## src/rtl/seq_entry_ctrl.sv

```systemverilog
// Hex-entry controller: debounced buttons drive an 8-digit shift register
// with blanking mask, plus a serial compare against a fixed pattern.
module seq_entry_ctrl #(
  parameter int unsigned  DB_LEN  = 3,
  parameter logic [31:0]  PATTERN = 32'h0000_0000
) (
  input  logic        CLK_48,
  input  logic        RST,
  input  logic        CE_1KHZ,
  input  logic [3:0]  BTN,
  input  logic [3:0]  SW,
  output logic [31:0] HEX_OUT,
  output logic [7:0]  BLANK_OUT,
  output logic [3:0]  DIGIT_CNT,
  output logic        FULL,
  output logic        BUSY,
  output logic        RES_VLD,
  output logic        MATCH
);

  typedef enum logic [1:0] {
    S_IDLE,
    S_CHECK,
    S_RES
  } state_t;

  localparam logic [3:0] LP_DB_LAST = 4'(DB_LEN - 1);

  logic [3:0]  r_sync1;
  logic [3:0]  r_sync2;
  logic [3:0]  r_db;
  logic [3:0]  r_db_q;
  logic [3:0]  r_dbc [4];

  state_t      r_state;
  logic [31:0] r_hex;
  logic [7:0]  r_blank;
  logic [3:0]  r_cnt;
  logic        r_full;
  logic        r_busy;
  logic        r_res_vld;
  logic        r_match;
  logic        r_ok;
  logic [2:0]  r_idx;

  logic [3:0]  w_press;
  logic        w_clr;
  logic        w_del;
  logic        w_ent;
  logic        w_chk;
  logic [4:0]  w_base;
  logic        w_nib_ok;

  always_ff @(posedge CLK_48) begin
    if (RST) begin
      r_sync1 <= '0;
      r_sync2 <= '0;
      r_db    <= '0;
      r_db_q  <= '0;
      for (int i = 0; i < 4; i++) r_dbc[i] <= '0;
    end else begin
      r_sync1 <= BTN;
      r_sync2 <= r_sync1;
      r_db_q  <= r_db;
      if (CE_1KHZ) begin
        for (int i = 0; i < 4; i++) begin
          if (r_sync2[i] != r_db[i]) begin
            if (r_dbc[i] == LP_DB_LAST) begin
              r_db[i]  <= ~r_db[i];
              r_dbc[i] <= '0;
            end else begin
              r_dbc[i] <= r_dbc[i] + 4'd1;
            end
          end else begin
            r_dbc[i] <= '0;
          end
        end
      end
    end
  end

  // Rising edge of the debounced level only; releases are silent.
  assign w_press = r_db & ~r_db_q;
  assign w_clr   = w_press[2];
  assign w_del   = w_press[1] & ~w_press[2];
  assign w_ent   = w_press[0] & ~|w_press[2:1];
  assign w_chk   = w_press[3] & ~|w_press[2:0];

  assign w_base   = {r_idx, 2'b00};
  assign w_nib_ok = (r_hex[w_base +: 4] == PATTERN[w_base +: 4]);

  always_ff @(posedge CLK_48) begin
    if (RST) begin
      r_state   <= S_IDLE;
      r_hex     <= '0;
      r_blank   <= 8'hFF;
      r_cnt     <= '0;
      r_full    <= 1'b0;
      r_busy    <= 1'b0;
      r_res_vld <= 1'b0;
      r_match   <= 1'b0;
      r_ok      <= 1'b0;
      r_idx     <= '0;
    end else begin
      r_res_vld <= 1'b0;
      unique case (r_state)
        S_IDLE: begin
          if (w_clr) begin
            r_hex   <= '0;
            r_blank <= 8'hFF;
            r_cnt   <= '0;
            r_full  <= 1'b0;
            r_match <= 1'b0;
          end else if (w_del) begin
            if (r_cnt != 4'd0) begin
              r_hex   <= {4'h0, r_hex[31:4]};
              r_blank <= {1'b1, r_blank[7:1]};
              r_cnt   <= r_cnt - 4'd1;
              r_full  <= 1'b0;
            end
          end else if (w_ent) begin
            if (!r_full) begin
              r_hex   <= {r_hex[27:0], SW};
              r_blank <= {r_blank[6:0], 1'b0};
              r_cnt   <= r_cnt + 4'd1;
              r_full  <= (r_cnt == 4'd7);
            end
          end else if (w_chk) begin
            r_state <= S_CHECK;
            r_busy  <= 1'b1;
            r_idx   <= '0;
            r_ok    <= r_full;
          end
        end
        S_CHECK: begin
          r_ok <= r_ok & w_nib_ok;
          if (r_idx == 3'd7) begin
            r_state   <= S_RES;
            r_res_vld <= 1'b1;
            r_match   <= r_ok & w_nib_ok;
          end else begin
            r_idx <= r_idx + 3'd1;
          end
        end
        S_RES: begin
          r_state <= S_IDLE;
          r_busy  <= 1'b0;
        end
        default: r_state <= S_IDLE;
      endcase
    end
  end

  assign HEX_OUT   = r_hex;
  assign BLANK_OUT = r_blank;
  assign DIGIT_CNT = r_cnt;
  assign FULL      = r_full;
  assign BUSY      = r_busy;
  assign RES_VLD   = r_res_vld;
  assign MATCH     = r_match;

endmodule

```

## config.mk

```make
export PLATFORM = sky130hd
export DESIGN_NAME = seq_entry_ctrl
export DESIGN_NICKNAME = d
export VERILOG_FILES = /design/src/rtl/seq_entry_ctrl.sv
export SDC_FILE = /design/constraint.sdc
export NUM_CORES = 1
export LEC_CHECK = 0
export ABC_CLOCK_PERIOD_IN_PS = 2450
export CAP_MARGIN = 40
export CORE_MARGIN = 4
export CORE_UTILIZATION = 38
export CTS_BUF_LIST = sky130_fd_sc_hd__clkbuf_4
export DETAILED_ROUTE_END_ITERATION = 10
export PLACE_DENSITY = 0.62
export SLEW_MARGIN = 20
export SYNTH_ARGS = -nofsm -noshare
export SYNTH_HDL_FRONTEND = slang
export SYNTH_SLANG_ARGS = --single-unit
```

## constraint.sdc

```tcl
create_clock -name CLK_48 -period 2.45 [get_ports CLK_48]
set_clock_uncertainty 0.2 [all_clocks]
set_input_delay 0.49 -clock CLK_48 [delete_from_list [all_inputs] [get_ports CLK_48]]
set_output_delay 0.49 -clock CLK_48 [all_outputs]
set_load 0.05 [all_outputs]
```

## After elaboration in Yosys (flattened, before gate mapping)

Memories as Yosys holds them, arrays and structs flattened.
Cells that the tools add are included.
W data, S select, Z words.

- Word-level logic and storage cells: 210
- Memories kept: 1
- RAM bits: 16
- Bits of input ports: 11
- Register bits after elaboration: 70

Memories:

| name | words | width | rd ports | clocked after Yosys merged registers in | wr ports | RTL line | RTL |
|---|---|---|---|---|---|---|---|
| r_dbc | 4 | 4 | 4 | 0 | 4 | 33 | `logic [3:0] r_dbc [4];` |

- Reduce and logical (&&, ||, !) cells: 21
- Shift-type cells: 2
- Bitwise operators: 24
- Add/subtract/negate cells: 7
- Multiplexer cells: 116
- Eq/ne operators: 22

Operator list:

| operator | count |
|---|---|
| $mux W32 | 5 |
| $mux W1 | 74 |
| $mux W4 | 17 |
| $mux W8 | 5 |
| $shiftx A32 B6 Y4 | 1 |
| $shiftx A32 B6 Y4 const A | 1 |
| $add A4 B1 Y4 const B | 5 |
| $reduce_and A3 Y1 | 6 |
| $eq A4 B2 Y1 const B | 4 |
| $mux W3 | 5 |
| $reduce_and A5 Y1 | 3 |
| $ne A2 B2 Y1 const B | 7 |
| $or A1 B1 Y1 | 12 |
| $mux W2 | 5 |
| $not A1 Y1 | 6 |
| $pmux W1 S2 | 3 |
| $pmux W3 S2 | 1 |
| $reduce_and A6 Y1 | 1 |
| $and A1 B1 Y1 | 4 |
| $and A4 B4 Y4 | 1 |
| $eq A4 B3 Y1 const B | 1 |
| $eq A4 B4 Y1 | 1 |
| $ne A1 B1 Y1 | 4 |
| $not A4 Y4 | 1 |
| other kinds (16) | 19 |

## Depth between registers and ports, before layout

Gate-level depths: netlist of run 1.

- Depth in word-level cells: 10
- Depth in mapped cells: 10
- Gate-level depth less buffers: 8

## Worst setup path after synthesis of run 1

OpenSTA, ideal clock, no wires.

- Path kind: register to register
- Start point: reg r_db_q[1]
- End point: reg r_cnt[3], in the netlist DIGIT_CNT[3]
- Path slack: -10 ps
- Arrival time: 2189 ps
- Clock period less this slack: 2460 ps
- Cell stages (with the launch flop): 11
- Data required time: 2180 ps
- Cell sequence: dfxtp_1 nand2b_1 clkbuf_1 buf_1 nor2_1 ha_1 a31oi_1 nor2_1 a21oi_1 or4_1 a21oi_1

- Longest elaborated chain between the ends: 7

Ends and longest elaborated chain:

| element | RTL line | RTL |
|---|---|---|
| start, declared | 32 | `logic [3:0] r_db_q;` |
| start signal, assigned | 64 | `r_db_q <= r_db;` |
| $not A4 Y4 (*) | 83 | `assign w_press = r_db & ~r_db_q;` |
| $and A4 B4 Y4 (*) | 83 |  |
| $reduce_or A2 Y1 | 86 | `assign w_ent = w_press[0] & ~\|w_press[2:1];` |
| $logic_not A1 Y1 | 86 |  |
| $and A1 B1 Y1 | 86 |  |
| $reduce_bool A3 Y1 (no source line) | - |  |
| $reduce_and A4 Y1 (no source line) | - |  |
| end signal, assigned | 118 | `r_cnt <= r_cnt - 4'd1;` |
| end signal, assigned | 125 | `r_cnt <= r_cnt + 4'd1;` |
| end, declared | 38 | `logic [3:0] r_cnt;` |

Mark *: on every way between the ends. The rest lies on a longest branch, timed or not.
A chain may end at the register's enable or synchronous reset.

## Final worst setup path of run 1

- Start point: reg r_hex[15], in the netlist HEX_OUT[15]
- End point: out HEX_OUT[15]

RTL lines:

| element | RTL line | RTL |
|---|---|---|
| start, declared | 36 | `logic [31:0] r_hex;` |
| start signal, assigned | 116 | `r_hex <= {4'h0, r_hex[31:4]};` |
| start signal, assigned | 123 | `r_hex <= {r_hex[27:0], SW};` |
| end, declared | 12 | `output logic [31:0] HEX_OUT,` |

No word-level cell between the ends.

==> metrics.md, run 1 <==
| Metric | Value |
|---|---|
| RSZ-0062 raised after global routing | false |
| Reg clk slew, reported paths | 130 ps |
| Setup bufs post-CTS | 0 |
| Layout overhead on the synthesized area | 21.65% |
| Hold path startpoint | r_sync1[2] |
| Pwr Density | 470.8 nW/um^2 |
| Die area | 12310 um^2 |
| Normalized max-slew margin | 63.00% |
| Switching Power | 567.5 uW |
| H-Tree Depth | 3 |
| Post-DP Area | 4751 um^2 |
| CTS tree | yes |
| Final Max Tran Viols | 0 |
| Die height | 111.0 um |
| Post-Layout Inst Area | 4901 um^2 |
| Period minus WS final | 2389 ps |
| Hold Path Depth | 1 |
| Setup TNS | 0 ps |
| DP HPWL | 6641 um |
| Gate power share | 5.8% |
| DRT Pass-1 Iters | 4 |
| DIE WIDTH | 111.0 um |
| Reg2reg end | HEX_OUT[12] |
| Crit Path Category | flip-flop to output pin |
| Hold Vio Cnt, Final | 0 |
| Crit path max fanout | 5 |
| CTS Buf Count | 9 |
| Routed Antenna Nets | 0 |
| Highest clock rate | 418.5 MHz |
| R2R depth | 8 |
| Data arrival time of the worst path | 1700 ps |
| Crit share post-route | 97.53% |
| Total global-route track usage | 16.10% |
| Core area | 10320 um^2 |
| Root Buffer | clkbuf_4 |
| CP bufs+invs | 1 |
| Distinct cells, synth | 42 |
| Layout cell share with drive strength beyond 1 | 7.078% |
| First-pass GRT wire length | 16660 um |
| Syn nets | 519 |
| Worst-Margin Slew | 554.0 ps |
| Worst EP required | 1760 ps |
| Internal | 1740 uW |
| Gr ovfl total | 0 |
| Type of origin of the critical path | flip-flop |
| Number of global-route vias before repair | 3375 |
| CP cell instances | clkdlybuf4s50_1 |
| MaxCap Viol Count | 0 |
| # IOs | 59 |
| Nets | 569 |
| Mapped Area | 4029 um^2 |
| CP peak stage delay | 840 ps |
| TritonCTS Sinks | 86 |
| Worst VDD drop | 203.0 uV |
| # fillers | 982 |
| Final setup viols | 0 |
| Later-pin clock latency in the skew report | 420 ps |
| Pre-CTS setup slack | 269.4 ps |
| Seq/Total Area, Yosys | 46.71% |
| Commonest non-fill, non-tap cell in the layout | nand2_1 |
| Switching share of power | 24.60% |
| Largest net degree at the start of global routing | 43 |
| Initial core utilization | 39.03% |
| Inst Count DP | 671 |
| Wire per inst | 14.38 um |
| Yosys warnings | 0 |
| Initial antenna violation count | 0 |
| Critical path's slowest cell | clkdlybuf4s50_1 |
| Most frequent cells in the layout | nand2_1, a21oi_1, dfxtp_1 |
| Hold Path Class | flip-flop to flip-flop |
| Clock share of power | 29.9% |
| Crit-path leading delay family | buffers and inverters |
| Cells after Synth | 496 |
| Mean post-synth cell area | 8.123 um^2 |
| Share of power burned in registers | 64.3% |
| Fin cells | 687 |
| Clock Path Buffers | 2 |
| Diodes inserted | 0 |
| Hold path endpoint | r_sync2[2] |
| Vias per cell | 5.178 |
| Remaining DRCs | 0 |
| Via count | 3557 |
| Drt total wl | 9880 um |
| Pleak | 0.002070 uW |
| Initial DRC count | 184 |
| IO Port Bufs | 58 |
| FF+latch count, synth | 86 |
| Critical path endpoint category | output pin |
| Launching point of the worst reg2reg path | r_db_q[2] |
| Routability cong. | 0.7997 |
| R2R Setup Slk | 290 ps |
| Status | complete, no violations |
| Final core area utilization | 47.47% |
| Worst Setup Slack, final | 60.58 ps |
| Rows | 37 |
## Yosys cell counts
library cell / n / area, um^2
mux2_2: 1 / 11.26
a22oi_1: 4 / 30.03
inv_1: 7 / 26.28
mux2i_1: 4 / 40.04
nor2b_1: 18 / 112.6
o21ai_0: 6 / 30.03
nor4bb_1: 1 / 10.01
a211oi_1: 3 / 22.52
xor2_1: 5 / 43.79
or4_1: 4 / 30.03
o21bai_1: 1 / 7.510
a21oi_1: 72 / 360.4
ha_1: 12 / 150.1
nand3_1: 11 / 55.05
o311ai_1: 1 / 8.760
buf_1: 7 / 26.28
o21ai_1: 2 / 10.01
o21a_1: 1 / 7.510
o21ai_2: 1 / 8.760
a211o_1: 7 / 61.31
nor2_1: 41 / 153.9
dfxtp_1: 70 / 1401
clkbuf_1: 20 / 75.07
and3_1: 1 / 6.260
xnor2_1: 9 / 78.83
a31oi_1: 8 / 50.05
or3_4: 1 / 11.26
a311oi_2: 1 / 15.01
edfxtp_1: 16 / 480.5
and4b_1: 1 / 10.01
mux4_2: 1 / 22.52
nand2_1: 133 / 499.2
nand2b_1: 4 / 25.02
nand4_1: 3 / 18.77
nor4_1: 9 / 56.30
a211oi_2: 1 / 12.51
o41ai_2: 1 / 16.27
or3_1: 1 / 6.260
buf_2: 3 / 15.01
or2_2: 1 / 6.260
nor2_2: 1 / 6.260
nor3_1: 2 / 10.01
## per-stage QoR
stage | total power [uW] | hold WS, ps
after floorplan | 1600 | 213.8
after global placement | 1648 | 215.5
after detailed placement | 1650 | 222.3
after CTS | 2320 | 251.3
after global routing | 2393 | 266.4
final | 2307 | 248.8
## logic make-up after synthesis
kind of cell / after synthesis / synth area share [%]
DFF: 86 / 46.71
muxes: 6 / 1.832
buffers and inverters: 37 / 3.540
AOI/OAI and AO/OA: 109 / 15.90
adders and majority gates: 12 / 3.727
xor gates and xnor gates: 14 / 3.044
and+or+nand+nor: 232 / 25.25
## worst max path at each step
| stage | startpoint | to | slack, ps | cells after the start |
|---|---|---|---|---|
| after floorplan | r_db_q[1] | DIGIT_CNT[3] | 100 | 10 |
| after global placement | CE_1KHZ | r_dbc[0][3] | 320 | 4 |
| after detailed placement | r_db[2] | HEX_OUT[22] | 270 | 7 |
| after CTS | HEX_OUT[4] | HEX_OUT[4] | 10 | 1 |
| after global routing | HEX_OUT[15] | HEX_OUT[15] | 0.5 | 1 |
| final | HEX_OUT[15] | HEX_OUT[15] | 60 | 1 |
## power by group through the flow
stage	Combinational, uW	Clock (uW)	Sequential, uW
detailed placement	136	0	1510
floorplan	76.9	0	1520
finish	134	690	1480
CTS	136	701	1480
global route	148	757	1490
global placement	134	0	1510
## registers in the layout (all words and copies together), names as in the netlist, 4 cells and up
signal,flops
HEX_OUT,32
DIGIT_CNT,4
r_db,4
BLANK_OUT,8
r_dbc,16
r_sync2,4
r_sync1,4
r_db_q,4
## final cells by class
class                           count  area, um^2  share of cell area, %
Clock buffer                       11       82.58                  1.685
Clock inverter                      5       26.28                 0.5361
Inverter                            7       26.28                 0.5361
Multi-Input combinational cell    373        2018                  41.18
Sequential cell                    86        1882                  38.40
Tap cell                          136       170.2                  3.472
Timing Repair Buffer               69       695.7                  14.19
## per-layer routing
metal  wire [um]  vias to the layer above  GRT usage (%)
met5           0                        -              0
met4         107                        0          4.680
met3         419                        7          4.039
met2        4612                       65          25.57
met1        4741                     1685          21.69
li1            -                     1800              -
## timing repair
item,in CTS,in global routing
gates resized for setup,2,18
pin swaps,0,0
hold buffers,0,0
setup endpoints to repair,2,18
Power figures use the tool's default switching activity.
==> run 2: changes to the inputs <==
CORE_MARGIN = not set   (was 4)
CTS_CLUSTER_SIZE = 16   (was not set)
SLEW_MARGIN = 5   (was 20)
==> run 2 against run 1 <==
Compared with the run above:
- routed wire length down 0.11%
- sequential power about the same
- total power up 1.6%
- hold slack worse by 20 ps
- count of clock-buffer cells in the layout down 2
- sequential share of layout area down 0.078 points
- combinational power about the same
- first-iteration DRC count down 31%
- critical endpoint is now HEX_OUT[16]
==> metrics.md, run 2 (synthesis gave the netlist of run 1 again) <==
| Metric | Value |
|---|---|
| Status | complete, no violations |
| DRT Pass-1 Iters | 4 |
| Critical path's slowest cell | clkdlybuf4s50_1 |
| Later-pin clock latency in the skew report | 440 ps |
| Vias per cell | 5.124 |
| H-Tree Depth | 3 |
| Crit-path leading delay family | buffers and inverters |
| TritonCTS Sinks | 86 |
| Wire per inst | 14.37 um |
| Largest net degree at the start of global routing | 39 |
| Core area | 10320 um^2 |
| Drt total wl | 9869 um |
| Most frequent cells in the layout | nand2_1, a21oi_1, dfxtp_1 |
| CP bufs+invs | 1 |
| Normalized max-slew margin | 63.89% |
| Internal | 1726 uW |
| Hold Path Class | input port to flip-flop |
| Clock Path Buffers | 2 |
| Layout overhead on the synthesized area | 21.89% |
| Pleak | 0.002141 uW |
| Commonest non-fill, non-tap cell in the layout | nand2_1 |
| Final setup viols | 0 |
| Crit Path Category | flip-flop to output pin |
| Hold_buf cts | 0 |
| Crit path max fanout | 5 |
| Setup TNS | 0 ps |
| Switching Power | 618.7 uW |
| Gate power share | 5.8% |
| Worst VDD drop | 229.0 uV |
| Type of origin of the critical path | flip-flop |
| Remaining DRCs | 0 |
| CP peak stage delay | 830 ps |
| Root Buffer | clkbuf_4 |
| Initial DRC count | 127 |
| Number of flip-flops under the largest register name | 32 |
| Setup bufs post-CTS | 0 |
| Reg clk slew, reported paths | 150 ps |
| Initial antenna violation count | 0 |
| Period minus WS final | 2385 ps |
| RSZ-0062 raised after global routing | false |
| Critical path endpoint category | output pin |
| First-pass GRT wire length | 16420 um |
| Initial core utilization | 39.03% |
| Total global-route track usage | 18.42% |
| Diodes inserted | 0 |
| Final Max Tran Viols | 0 |
| DIE WIDTH | 105.0 um |
| CP cell instances | clkdlybuf4s50_1 |
| Fin cells | 687 |
| Hold Vio Cnt, Final | 0 |
| DP HPWL | 6500 um |
| CTS Buf Count | 9 |
| Worst-Margin Slew | 540.7 ps |
| Clock share of power | 31.0% |
| Pwr Density | 477.5 nW/um^2 |
| Highest clock rate | 419.3 MHz |
| Routed Antenna Nets | 0 |
| Worst EP required | 1760 ps |
| Inst Count DP | 671 |
| Crit share post-route | 97.35% |
| CTS tree | yes |
| Die height | 105.0 um |
| Via count | 3520 |
| Routability cong. | 0.8222 |
| # fillers | 1019 |
| Rows | 37 |
| Data arrival time of the worst path | 1690 ps |
| Share of power burned in registers | 63.3% |
| Gr ovfl total | 0 |
| Layout cell share with drive strength beyond 1 | 6.897% |
| Die area | 11020 um^2 |
| MaxCap Viol Count | 0 |
| Worst Setup Slack, final | 65.04 ps |
| Power Total | 2345 uW |
| Number of global-route vias before repair | 3360 |
| CTS resizes | 6 |
| Pre-CTS setup slack | 378.1 ps |
| Switching share of power | 26.38% |
| IO Port Bufs | 58 |
| # IOs | 59 |
| Nets | 569 |
run 2: cell count changes in the layout (fill, tap and decap cells not counted), sizes merged:
cell	change
dlymetal6s2s	+3
clkinvlp	+1
inv	+2
dlygate4sd2	+4
clkbuf	-2
clkdlybuf4s50	-6
buf	-1
clkinv	-1
run 2: final cells by class:
class | count | area (um^2) | share of cell area, %
multi-input cells | 373 | 2017 | 41.07
repair buffers | 69 | 700.7 | 14.27
well taps | 136 | 170.2 | 3.465
clock buffers | 9 | 67.56 | 1.376
clock inverters | 7 | 47.55 | 0.9682
flip-flops and latches | 86 | 1882 | 38.32
inverters | 7 | 26.28 | 0.5350
run 2: worst paths after layout:
kind	startpoint	endpoint	slack (ps)	depth (start not counted)
hold / removal	RST	r_db[0]	230	2
setup / recovery	HEX_OUT[16]	HEX_OUT[16]	70	1
hold reg to reg	r_sync1[0]	r_sync2[0]	260	1
setup reg to reg	DIGIT_CNT[0]	HEX_OUT[11]	340	7
run 2: metal layers:
metal  global-route usage, %  up-vias  routed length (um)
met5                       0        -                   0
met4                   6.740        0                  99
met3                   3.182        8                 441
met2                   30.56       85                4659
met1                   23.99     1635                4670
li1                        -     1792                   -
run 2: power groups by stage:
| stage | registers, uW | clock network (uW) | logic, uW |
|---|---|---|---|
| 2_1_floorplan | 1520 | 0 | 76.9 |
| 3_3_place_gp | 1510 | 0 | 134 |
| 3_5_place_dp | 1510 | 0 | 136 |
| 4_1_cts | 1480 | 751 | 136 |
| 5_1_grt | 1490 | 813 | 149 |
| 6_report | 1480 | 726 | 135 |
run 2: per-stage QoR:
stage | util [%] | hold WS, ps | area (um^2)
2_1_floorplan | - | 213.8 | 4031
3_3_place_gp | 46.04 | 218.9 | 4753
3_5_place_dp | 46.04 | 228.0 | 4753
4_1_cts | 47.09 | 216.2 | 4861
5_1_grt | 47.57 | 220.9 | 4911
6_report | 47.57 | 228.8 | 4911
